$ cat config.mk
export PLATFORM = sky130hd
export DESIGN_NAME = uart_tx_flat
export DESIGN_NICKNAME = d
export VERILOG_FILES = /design/src/rtl/uart_tx_if.sv /design/src/rtl/uart_tx.sv /design/src/flat_wrapper.sv
export SDC_FILE = /design/constraint.sdc
export NUM_CORES = 1
export LEC_CHECK = 0
export CORE_MARGIN = 1
export CORE_UTILIZATION = 29
export CTS_BUF_LIST = sky130_fd_sc_hd__clkbuf_2 sky130_fd_sc_hd__clkbuf_4 sky130_fd_sc_hd__clkbuf_8
export CTS_CLUSTER_DIAMETER = 200
export DETAILED_ROUTE_END_ITERATION = 12
export GPL_ROUTABILITY_DRIVEN = 0
export GPL_TIMING_DRIVEN = 0
export SYNTH_ARGS = -nofsm -noshare
export SYNTH_HDL_FRONTEND = slang
export SYNTH_SLANG_ARGS = --single-unit
$ cat constraint.sdc
create_clock -name clk -period 1.8 [get_ports clk]
set_input_delay 0.36 -clock clk [delete_from_list [all_inputs] [get_ports clk]]
set_output_delay 0.36 -clock clk [all_outputs]
set_load 0.1 [all_outputs]
$ cat src/rtl/uart_tx_if.sv
// Byte handshake between a producer and the uart_tx holding register.
interface uart_tx_if #(
  parameter int unsigned DATA_BITS = 8
) ();
  logic [DATA_BITS-1:0] tx_data;
  logic                 tx_valid;
  logic                 tx_ready;

  modport master (output tx_data, output tx_valid, input tx_ready);
  modport slave  (input tx_data, input tx_valid, output tx_ready);
endinterface

$ cat src/rtl/uart_tx.sv
// UART transmitter: one-entry holding register feeding a start/data/stop frame FSM
// advanced by the baud generator's tick; LSB first, tx idles high.
module uart_tx #(
  parameter int unsigned DATA_BITS = 8,
  parameter int unsigned STOP_BITS = 1
) (
  input  logic       clk,
  input  logic       rst,
  input  logic       tick,
  uart_tx_if.slave   bus,
  output logic       tx,
  output logic       busy
);

  typedef enum logic [1:0] {StIdle, StData, StStop} state_e;

  state_e               state_q, state_d;
  logic                 tx_q, tx_d;
  logic [DATA_BITS-1:0] shift_q, shift_d;
  logic [DATA_BITS-1:0] hold_q, hold_d;
  logic                 hold_full_q, hold_full_d;
  logic [2:0]           bit_cnt_q, bit_cnt_d;
  logic                 stop_cnt_q, stop_cnt_d;

  always_ff @(posedge clk) begin
    if (rst) begin
      state_q     <= StIdle;
      tx_q        <= 1'b1;
      shift_q     <= '0;
      hold_q      <= '0;
      hold_full_q <= 1'b0;
      bit_cnt_q   <= '0;
      stop_cnt_q  <= 1'b0;
    end else begin
      state_q     <= state_d;
      tx_q        <= tx_d;
      shift_q     <= shift_d;
      hold_q      <= hold_d;
      hold_full_q <= hold_full_d;
      bit_cnt_q   <= bit_cnt_d;
      stop_cnt_q  <= stop_cnt_d;
    end
  end

  always_comb begin
    state_d     = state_q;
    tx_d        = tx_q;
    shift_d     = shift_q;
    hold_d      = hold_q;
    hold_full_d = hold_full_q;
    bit_cnt_d   = bit_cnt_q;
    stop_cnt_d  = stop_cnt_q;

    // Accept needs an empty holder and a load needs a full one, so they never collide.
    if (bus.tx_valid && !hold_full_q) begin
      hold_d      = bus.tx_data;
      hold_full_d = 1'b1;
    end

    if (tick) begin
      unique case (state_q)
        StIdle: begin
          if (hold_full_q) begin
            tx_d        = 1'b0;
            shift_d     = hold_q;
            hold_full_d = 1'b0;
            bit_cnt_d   = '0;
            state_d     = StData;
          end else begin
            tx_d = 1'b1;
          end
        end
        StData: begin
          tx_d    = shift_q[0];
          shift_d = shift_q >> 1;
          if (bit_cnt_q == 3'(DATA_BITS - 1)) begin
            stop_cnt_d = 1'b0;
            state_d    = StStop;
          end else begin
            bit_cnt_d = bit_cnt_q + 3'd1;
          end
        end
        StStop: begin
          tx_d = 1'b1;
          if (stop_cnt_q == 1'(STOP_BITS - 1)) begin
            state_d = StIdle;
          end else begin
            stop_cnt_d = stop_cnt_q + 1'b1;
          end
        end
        default: state_d = StIdle;
      endcase
    end
  end

  assign bus.tx_ready = ~hold_full_q;
  assign tx           = tx_q;
  assign busy         = (state_q != StIdle);

endmodule

$ cat src/flat_wrapper.sv
// flat-port wrapper written by rule: the top's interface ports become plain ports
module uart_tx_flat 
#(
  parameter int unsigned DATA_BITS = 8,
  parameter int unsigned STOP_BITS = 1
)
  (clk, rst, tick, tx, busy, bus_tx_data, bus_tx_valid, bus_tx_ready);
  uart_tx_if #(.DATA_BITS(DATA_BITS)) bus_i ();
  input  logic clk;
  input  logic rst;
  input  logic tick;
  output logic tx;
  output logic busy;
  input wire logic [$bits(bus_i.tx_data)-1:0] bus_tx_data;
  input wire logic [$bits(bus_i.tx_valid)-1:0] bus_tx_valid;
  output wire logic [$bits(bus_i.tx_ready)-1:0] bus_tx_ready;
  assign bus_i.tx_data = bus_tx_data;
  assign bus_i.tx_valid = bus_tx_valid;
  assign bus_tx_ready = bus_i.tx_ready;
  uart_tx #(.DATA_BITS(DATA_BITS), .STOP_BITS(STOP_BITS)) u_core (.clk(clk), .rst(rst), .tick(tick), .bus(bus_i), .tx(tx), .busy(busy));
endmodule
==> out/qor.yml <==
synth_top_family_by_area: "compound AO/OA/AOI/OAI gates"
viasPerCell: 4.89
synth_edf_count: 0
hpwlAfterDp_um: 1800
syn_inst: 131
n_antenna_cell: 0
drtAntennaViolNets: 0
drv_cap: 0
synthArstFlopShare_pct: 0
grt_use_total_pct: 13.1
arrival_ns: 1.90
hold_class: "reg -> reg"
cpLargestDelayFamily: "flip-flops"
numCtsBuffers: 3
status: "finished clean"
fin_cells: 196
synthesis.nets: 151
drc: 0
rrSetupSlack_ns: 0.09
reg2reg_to: "u_core.shift_q[5]"
ir_worst_vdd_mv: 0.423
rows: 22
route.vias.total: 958
ios: 15
synth_mux_area_share_pct: 8.08
hold_start: "u_core.hold_q[2]"
final_max_slew_viol_count: 0
grt_antenna_before_repair: 0
final_nets: 169
synth_compound_area_share_pct: 23.1
worstRegToRegCells: 7
overflow: 0
hold_viol: 0
cp.required_ns: 1.99
holdPathEnd: "u_core.hold_q[2]"
clock_skew_ns: 0.00114
grt_pass1_vias: 992
htreeDepth: 1
multiInputGateArea_um2: 662
yosys.area_share.simple_pct: 15.9
period_share_pct: 95.0
synth_top_cell_by_area: "dfxtp_1"
cp_slowest_cell: "dfxtp_2"
post-cts-setup-buffer-count: 0
synth_area_leaders: "dfxtp_1 39%, a21oi_1 9.2%, ha_1 8.4%"
crit_path_start_kind: "flop"
drt-initial-drc-count: 39
leakage_uw: 0.000528
grt_pass1_wl_um: 4400
period_needed_ns: 1.71
crit_path_max_fanout: 9
nFillCells: 374
initial_utilization_pct: 31.4
hold_buffers: 0
clock_path_buffers: 2
syn_area_per_cell_um2: 9.10
clk_pin_slew_ns: 0.08
p_per_area_nw_per_um2: 787
fin_setup_tns_ns: 0
cts_tree: "yes"
finalSetupViolations: 0
wl_per_cell_um: 12.6
netlist.area_leader.share_pct: 38.6
worst_path_largest_cell_delay_ns: 0.37
cpMostUsedCell: "buf_6"
core_area_um2: 3800
die_h_um: 66.1
root_buffer: "clkbuf_8"
grt_max_degree: 14
critical_path_class: "reg -> reg"
timing.rr.start: "u_core.state_q[1]"
max_freq_ghz: 0.585
synth_cell_types: 28
port_buffers: 13
syn_area_um2: 1190
synth_adder_area_share_pct: 8.39
syn_to_final_growth_pct: 20.0
crit_chain: "inv_1 -> ha_1 -> buf_6 -> mux2_4 -> and2_4 -> buf_6 -> a211oi_2"
dp_slack_ns: -0.570
dieArea_um2: 4370
worst_slew_pin_slew_ns: 0.612
clock_latency_ns: 0.26
dr.pass1.iters: 4
totalWireLength_um: 2470
yosysWarningCount: 0
synth_flop_cell: "dfxtp_1"
numPlacedInstances: 192
hold_depth: 2
synthTopCellsByCount: "23 x dfxtp_1, 22 x a21oi_1, 17 x nand2_1"
die_w_um: 66.1
yosysMostFrequentCell: "dfxtp_1"
drive_gt1_share_pct: 16.9
synth_seq_cells: 23
slew_headroom_pct: 59.2
layout.area.seq_um2: 465
ys_seq_area_share_pct: 38.6
cp.buffers_inverters: 3
clock_sinks: 23
end_kind: "flop"
synth_xor_area_share_pct: 0
setup_slack_ns: 0.0908
==> placed cells by master, fill, tap and decap left out, types with 2 or more instances in the layout <==
cell,netlist,layout
a211oi_2,7,7
a21oi_1,22,22
and2_1,3,3
buf_1,2,2
buf_2,2,2
buf_6,2,3
clkbuf_1,3,3
clkbuf_8,0,3
clkdlybuf4s50_1,0,10
dfxtp_1,23,21
ha_1,8,8
inv_1,5,4
mux2i_1,7,7
nand2_1,17,17
nand2b_1,5,5
nor2_1,2,2
nor2b_1,5,5
nor3_1,2,2
o2111ai_1,3,3
o41ai_1,3,3
==> sequential cells by signal (all words and copies together) (netlist names) <==
name,count
u_core.tx,1
u_core.hold_full_q,1
u_core.bit_cnt_q,3
u_core.state_q,2
u_core.shift_q,8
u_core.hold_q,8
==> worst min-delay path: cells and delay by family (launching register included) <==
kind | cells | cell delay [ns]
AO/OA/AOI/OAI | 1 | 0.05
AND/OR/NAND/NOR | 1 | 0.05
flip-flops | 1 | 0.31
==> cell families (layout without fill, tap and decap cells) <==
group	Yosys count	after routing
compound gates	39	39
fa+ha+maj	8	8
buf+inv	14	31
flops	23	23
mux	9	9
simple gates	38	38
==> per-stage QoR <==
stage / util (%) / instance area, µm² / power (µW) / hold WS, ns
2_1_floorplan: - / 1190 / 748 / 0.432
3_3_place_gp: 36.4 / 1380 / 813 / 0.445
3_5_place_dp: 36.4 / 1380 / 820 / 0.449
4_1_cts: 37.7 / 1430 / 1140 / 0.461
5_1_grt: 37.7 / 1430 / 1190 / 0.483
6_report: 37.7 / 1430 / 1130 / 0.461
==> area by class of cell <==
class / instances / area share [%]
inverter: 5 / 1.31
tap: 48 / 4.20
buffer: 9 / 3.58
timing repair buffer: 13 / 8.92
clock inverter: 1 / 0.350
sequential: 23 / 32.5
clock buffer: 3 / 2.88
multi-input combinational: 94 / 46.2
==> repair_timing <==
item | in CTS | in global routing
resized for setup | 12 | 5
cloned | 0 | 0
hold endpoints to repair | 0 | 0
setup endpoints to repair | 3 | 10
==> worst max path at each step <==
stage,end,cells past startpoint,start,slack (ns)
2_1_floorplan,busy,4,u_core.state_q[0],0.08
3_3_place_gp,busy,5,u_core.state_q[0],-0.54
3_5_place_dp,busy,5,u_core.state_q[0],-0.57
4_1_cts,u_core.shift_q[5],7,u_core.state_q[0],0.01
5_1_grt,u_core.shift_q[2],7,u_core.state_q[1],-0.005
6_report,u_core.shift_q[5],7,u_core.state_q[1],0.09
==> layer usage <==
| layer | vias up | global-route usage, % | routed length, µm | part of all wire (%) |
|---|---|---|---|---|
| met1 | 442 | 15.4 | 1120 | 45 |
| li1 | 495 | - | - | - |
| met3 | 7 | 2.07 | 60 | 2.4 |
| met4 | 0 | 3.99 | 44 | 1.8 |
| met5 | - | 0 | 0 | 0 |
| met2 | 14 | 24.0 | 1250 | 50 |
==> power breakdown <==
group	internal, µW	leakage [µW]	switching, µW
clock network	155	0.0000255	165
registers	537	0.000189	18.2
logic	97.2	0.000314	154
Note: power is estimated with default switching activity, not from simulation.
